File: config.mk
export PLATFORM = sky130hd
export DESIGN_NAME = uart_line_buffer
export DESIGN_NICKNAME = d
export VERILOG_FILES = /design/src/rtl/uart_line_buffer.sv
export SDC_FILE = /design/constraint.sdc
export NUM_CORES = 1
export LEC_CHECK = 0
export CAP_MARGIN = 20
export CORE_MARGIN = 5
export CORE_UTILIZATION = 40
export CTS_BUF_LIST = sky130_fd_sc_hd__clkbuf_4 sky130_fd_sc_hd__clkbuf_8
export CTS_CLUSTER_DIAMETER = 80
export CTS_CLUSTER_SIZE = 14
export DETAILED_ROUTE_END_ITERATION = 10
export PLACE_DENSITY = 0.67
export SKIP_LAST_GASP = 1
export SLEW_MARGIN = 20
export SYNTH_ARGS = -nofsm -noshare
export SYNTH_HDL_FRONTEND = slang
export SYNTH_SLANG_ARGS = --single-unit
File: constraint.sdc
create_clock -name clk -period 2.59 [get_ports clk]
set_clock_uncertainty 0.1 [all_clocks]
set_input_delay 0.259 -clock clk [delete_from_list [all_inputs] [get_ports clk]]
set_output_delay 0.259 -clock clk [all_outputs]
set_load 0.05 [all_outputs]
File: src/rtl/uart_line_buffer.sv
// Scrolling N-character line buffer fed by a UART receiver handshake, with error-event counting.
// Optional: define FRAME_ERR_SUBST_EN to insert '?' into the line on a framing-error edge while idle.
module uart_line_buffer #(
  parameter int unsigned NUM_DIGITS = 6,
  parameter logic [7:0]  FILL_CHAR  = 8'h20,
  parameter int unsigned ERR_W      = 8
) (
  input  logic                               clk,
  input  logic                               rst,
  input  logic                               data_ready,
  input  logic [7:0]                         rx_data,
  input  logic                               overrun_error,
  input  logic                               framing_error,
  output logic                               data_read,
  output logic [NUM_DIGITS*8-1:0]            disp_chars,
  output logic [$clog2(NUM_DIGITS+1)-1:0]    char_count,
  output logic [ERR_W-1:0]                   err_count,
  output logic                               new_char
);

  localparam int unsigned LINE_W = NUM_DIGITS * 8;
  localparam int unsigned CNT_W  = $clog2(NUM_DIGITS + 1);

  typedef enum logic [1:0] {
    IDLE  = 2'd0,
    ACK   = 2'd1,
    DRAIN = 2'd2
  } state_t;

  state_t             state_q, state_d;
  logic [LINE_W-1:0]  line_q, line_d;
  logic [CNT_W-1:0]   cnt_q, cnt_d;
  logic [ERR_W-1:0]   err_q, err_d;
  logic               data_read_q, data_read_d;
  logic               new_char_q, new_char_d;
  logic               ovr_q, ovr_d;
  logic               frm_q, frm_d;

  logic               capture;
  logic [7:0]         byte_c;
  logic               err_edge;

  // Next-state, line update and error counting
  always_comb begin
    state_d     = state_q;
    line_d      = line_q;
    cnt_d       = cnt_q;
    err_d       = err_q;
    data_read_d = 1'b0;
    new_char_d  = 1'b0;
    ovr_d       = overrun_error;
    frm_d       = framing_error;
    capture     = 1'b0;
    byte_c      = rx_data;

    err_edge = (overrun_error & ~ovr_q) | (framing_error & ~frm_q);
    if (err_edge && (err_q != {ERR_W{1'b1}})) begin
      err_d = err_q + ERR_W'(1);
    end

    case (state_q)
      IDLE: begin
        if (data_ready) begin
          capture     = 1'b1;
          data_read_d = 1'b1;
          state_d     = ACK;
        end
`ifdef FRAME_ERR_SUBST_EN
        else if (framing_error && !frm_q) begin
          capture = 1'b1;
          byte_c  = 8'h3F;
        end
`endif
      end
      ACK:     state_d = DRAIN;
      DRAIN:   if (!data_ready) state_d = IDLE;
      default: state_d = IDLE;
    endcase

    // Slot 0 is the newest character; printable bytes push older ones toward the top slot
    if (capture) begin
      if ((byte_c >= 8'h20) && (byte_c <= 8'h7E)) begin
        line_d     = {line_q[LINE_W-9:0], byte_c};
        new_char_d = 1'b1;
        if (cnt_q != CNT_W'(NUM_DIGITS)) begin
          cnt_d = cnt_q + CNT_W'(1);
        end
      end else if (byte_c == 8'h08) begin
        if (cnt_q != '0) begin
          line_d     = {FILL_CHAR, line_q[LINE_W-1:8]};
          cnt_d      = cnt_q - CNT_W'(1);
          new_char_d = 1'b1;
        end
      end else if ((byte_c == 8'h0D) || (byte_c == 8'h0A)) begin
        line_d     = {NUM_DIGITS{FILL_CHAR}};
        cnt_d      = '0;
        new_char_d = (cnt_q != '0);
      end
    end
  end

  always_ff @(posedge clk or posedge rst) begin
    if (rst) begin
      state_q     <= IDLE;
      line_q      <= {NUM_DIGITS{FILL_CHAR}};
      cnt_q       <= '0;
      err_q       <= '0;
      data_read_q <= 1'b0;
      new_char_q  <= 1'b0;
      ovr_q       <= 1'b0;
      frm_q       <= 1'b0;
    end else begin
      state_q     <= state_d;
      line_q      <= line_d;
      cnt_q       <= cnt_d;
      err_q       <= err_d;
      data_read_q <= data_read_d;
      new_char_q  <= new_char_d;
      ovr_q       <= ovr_d;
      frm_q       <= frm_d;
    end
  end

  assign data_read  = data_read_q;
  assign disp_chars = line_q;
  assign char_count = cnt_q;
  assign err_count  = err_q;
  assign new_char   = new_char_q;

endmodule
Word level (Yosys, flattened, before mapping) --
Cells that the tools add are included.
Storage, ports and cells: register bits 65, input port bits 13, output and inout bits 61, logic and storage cells 57
Cells by class: $add $sub $neg 3, order comparisons 2, equal/unequal tests 11, multiplexer cells 19, bitwise logic cells 5, reduce and logical (&&, ||, !) cells 9
Operator list (number):
- 48-bit 2-to-1 mux | 4
- 8-bit by 4-bit equality test with 1-bit output (second input constant) | 3
- 3-bit 2-to-1 mux | 5
- 8-bit by 1-bit adder with 8-bit output (second input constant) | 1
- 8-bit by 6-bit >= comparator with 1-bit output (second input constant) | 1
- 8-bit by 7-bit less-or-equal comparator with 1-bit output (second input constant) | 1
- 8-bit inequality test (second input constant) | 1
- 1-bit 2-to-1 mux | 7
- 2-bit one-hot mux with 3 select lines | 1
- 3-bit nonzero test | 2
- 2-bit 2-to-1 mux | 2
- 2-bit inequality test (second input constant) | 2
- 4-bit AND reduction | 1
- 3-bit by 1-bit adder with 3-bit output (second input constant) | 1
- 3-bit by 2-bit inequality test with 1-bit output (second input constant) | 1
- 3-bit inequality test (second input constant) | 1
- 3-bit AND reduction | 1
- 3-bit by 1-bit subtractor with 3-bit output (second input constant) | 1
- 1-bit bitwise AND | 2
- 2-bit by 1-bit equality test with 1-bit output (second input constant) | 1
- 2-bit equality test (second input constant) | 1
- 1-bit logical AND | 2
- 2-bit logical NOT | 1
- 2-bit by 1-bit inequality test with 1-bit output (second input constant) | 1
- other kinds (4) | 5

Logic depth before layout (Yosys ltp) --
word-level depth 6, depth in mapped cells 8, mapped depth without buffers 7

Least setup slack after synthesis --
OpenSTA, ideal clock, no wires.
path kind flip-flop to flip-flop, start register cnt_q[0], in the netlist char_count[0], end register cnt_q[1], in the netlist char_count[1], library setup time 125 ps, arrival time 2171 ps, data required time 2365 ps, slack 195 ps, cell stages (with the launch flop) 8, path buffers 0, clock period less this slack 2395 ps, cell sequence dfrtp_1 -> inv_1 -> ha_1 -> nor2b_1 -> nor4b_4 -> o31a_2 -> and2_1 -> mux2_2
Between the ends: word-level cells in the longest chain between the ends 4, elaborated cells between the ends (all ways) 11, those cells by class 2 x add/sub; 3 x eq/ne; 4 x mux; 2 x reduce/logical
RTL lines:
- from (decl) | line 32 | logic [CNT_W-1:0] cnt_q, cnt_d;
- from (signal assigned) | line 115 | cnt_q <= cnt_d;
- 3-bit by 1-bit subtractor with 3-bit output | line 91 | cnt_d = cnt_q - CNT_W'(1);
- 3-bit 2-to-1 mux | line 89 | if (cnt_q != '0) begin
- 3-bit 2-to-1 mux | line 88 | end else if (byte_c == 8'h08) begin
- 3-bit 2-to-1 mux | line 82 | if ((byte_c >= 8'h20) && (byte_c <= 8'h7E)) begin
Parallel ways exist; a longest one is shown, timed or not. The select of a mux whose other input is x is not followed. A chain may end at the register's enable or synchronous reset.

Worst setup path after layout --
start input rx_data[5], end register line_q[1], in the netlist disp_chars[1]
Between the ends: word-level cells in the longest chain between the ends 4, elaborated cells between the ends (all ways) 12, those cells by class 2 x order compare; 4 x eq/ne; 2 x mux; 4 x reduce/logical
RTL lines:
- from (decl) | line 11 | input logic [7:0] rx_data,
- 8-bit by 6-bit >= comparator with 1-bit output (tied with other cells) | line 82
- 1-bit logical AND or 1-bit logical OR (tied branches) | line 82, 94
- 3-bit by 2-bit inequality test with 1-bit output (no source line) or 3-bit nonzero test (tied branches)
- 3-bit AND reduction (no source line)
- to (signal assigned) | line 105 | line_q <= {NUM_DIGITS{FILL_CHAR}};
- to (signal assigned) | line 114 | line_q <= line_d;
- to (decl) | line 31 | logic [LINE_W-1:0] line_q, line_d;
Parallel ways exist; a longest one is shown, timed or not.

==> run metrics <==
core region area 7290 sq um; Max Cap Viol 0; fin worst setup slack 424 ps; dpl ws 82.3 ps; Synth Area in Compound Gates 16.8%; endpoints failing setup 0; Post-DRT Antenna Nets 0; XOR/XNOR share of the synthesized area 2.04%; synthesized flop and latch total 65; vias 2,582; die extent in x 96.7 microns; WL/cell 16.8 microns; top-area cell type share of the netlist area 49.1%; CTS Hold Bufs 0; Hold Violations, Final 0; worst skew pair latency 340 ps; Worst slew margin 64.2%; post-CTS resize count 0; global-route wire length before repair 13,400 microns; pwr dens 1540 nW/um^2; drt drc 0; via-per-instance ratio 5.44; Max clock buf depth 2; Layout Area Growth over Synthesis 38.0%; ant diodes 0; Worst Path Arrival 2290 ps; number of global-route vias before repair 2,620; synthesized area 3010 sq um; GP Congestion 0.789; period utilization 83.6%; register area share after synthesis 54.3%; initial drt markers 196; HPWL after detailed placement 5450 microns; largest family of logic cells by synthesized area simple AND/OR/NAND/NOR gates; mux contribution to synthesized area 1.08%; initial antenna violation count 0; Max Clock Freq 462 MHz; IO Count 74; drt first pass iters 4; type of the worst setup path in -> reg; synthesized area per cell 10.4 sq um; CTS tree yes; Clock Sinks 65; Mapped Nets 308; Worst VDD drop 607 uV; Worst setup SP type input port; Power, Total 6.39 mW; Reg clk slew, reported paths 80 ps; Syn Inst Count 290; CTS HTree Levels 3; pin count of the biggest net entering global routing 55; Hold/Removal Path Class in -> async; top post-synthesis cells by area dfrtp_1 49%, a221oi_1 9.6%, nor2_1 8.7%, dfstp_2 5.2%, nand2_1 3.0%; Synth Area in Simple Gates 19.5%; post-synthesis adder-cell area fraction 2.08%; max-slew violation count 0; layout cell share with drive strength beyond 1 12.8%; post-route minimum period 2170 ps; Root Buffer clkbuf_8; status finished, final reports clean; Synth area leader dfrtp_1; TNS Setup 0 ps; Critical Path RT 2720 ps; initial core utilization 41.2%; DIE HEIGHT 96.7 microns; Crit Path Max Fanout 13; synth unique cells 46; Synth Warn # 0; final-layout fill cell count 689; Overflow after GRT 0; Worst Tran Pin Value 536 ps; RSZ-0062 raised after global routing false; net count reported at finish 389; CP Capture Type flop; Pleak 1.75 nW; gr usage total 17.4%; CTS buffer count 9; Total Wirelength 7980 microns; row count 31; Buffers on Ports 73; die area 9350 sq um; Post CTS Setup Buffer Count 0
logic make-up (layout without fill, tap and decap cells):
kind of cell             after synthesis  in the layout
AND/OR/NAND/NOR                      126            126
AO/OA/AOI/OAI                         60             60
multiplexers                           3              3
adder cells (fa/ha/maj)                5              5
XOR/XNOR                               7              7
flip-flops                            65             65
buffers and inverters                 24            110
state kept, by name (all words and copies together) (netlist names):
name / cells
char_count: 3
data_read: 1
frm_q: 1
ovr_q: 1
disp_chars: 48
state_q: 2
err_count: 8
new_char: 1
critical path, cell delays in order:
cell and delay [ps]:
clkdlybuf4s50_1 450, buf_4 170, nor2_1 350, o2111a_1 360, o31ai_4 100, buf_4 210, a221oi_1 320, nor2_1 70
layout make-up:
cell class | count | area [sq um] | share of cell area (%)
clock buffer | 10 | 138 | 3.32
timing repair buffer | 88 | 881 | 21.2
sequential | 65 | 1630 | 39.4
clock inverter | 6 | 88.8 | 2.14
tap | 99 | 124 | 2.98
multi-input combinational | 201 | 1260 | 30.4
inverter | 6 | 22.5 | 0.542
cell usage after synthesis, drive strengths merged:
library cell	instances
inv	6
o21ai	7
o211ai	1
a21oi	2
xor2	2
and3	3
a221oi	34
dfstp	6
o31a	1
ha	5
and2	2
a32o	1
and3b	1
nor4	1
nor2	70
o31ai	2
mux2i	1
dfrtp	59
a31oi	1
o2111a	1
nor4b	1
a32oi	1
a211oi	1
o22ai	4
nor3b	3
nand3	11
or4	2
a211o	1
nand4	2
nand2b	3
buf	11
and4	2
clkbuf	7
a221o	1
nor2b	1
mux2	2
nand2	24
o221ai	2
xnor2	5
worst paths after layout:
path / cells past startpoint / from / endpoint / slack [ps]
worst max-delay path: 8 / rx_data[5] / disp_chars[1] / 420
worst min-delay path: 2 / rst / frm_q / 70
worst max register to register: 8 / char_count[0] / disp_chars[1] / 440
worst min register to register: 1 / state_q[0] / data_read / 390
max in group asynchronous: 3 / rst / disp_chars[37] / 1720
min in group clk: 1 / framing_error / frm_q / 290
layer usage:
layer | GRT usage (%) | part of all wire [%] | vias to the layer above
li1 | - | - | 1209
met1 | 23.8 | 47 | 1290
met2 | 26.2 | 46 | 72
met3 | 4.60 | 4.9 | 11
met4 | 7.02 | 1.9 | 0
met5 | 0 | 0 | -
power breakdown:
part | internal [mW] | switching (mW)
Sequential | 1.51 | 0.543
Combinational | 1.12 | 2.23
Clock | 0.570 | 0.414
stage by stage:
stage	hold WS [ps]	instance area, sq um	cells	utilization (%)
detailed placement	386	3930	459	53.8
CTS	72.3	4150	475	56.9
global route	102	4150	475	56.9
finish	69.2	4150	475	56.9
floorplan	190	3010	290	-
global placement	362	3930	459	53.8
layout by cell type, fill, tap and decap left out, types with 3 or more instances in the layout:
master | synthesis | routed
nand3_1 | 11 | 11
a221oi_1 | 33 | 33
clkbuf_8 | 0 | 10
buf_4 | 2 | 12
and3_1 | 3 | 3
inv_1 | 6 | 5
clkdlybuf4s50_1 | 0 | 73
nand2_1 | 24 | 24
o22ai_1 | 4 | 4
dfrtp_1 | 59 | 59
nor2_1 | 70 | 70
o21ai_0 | 7 | 7
nand2b_1 | 3 | 3
xnor2_1 | 5 | 5
dfstp_2 | 6 | 6
buf_12 | 0 | 3
ha_1 | 5 | 5
(Power assumes the default switching activity.)
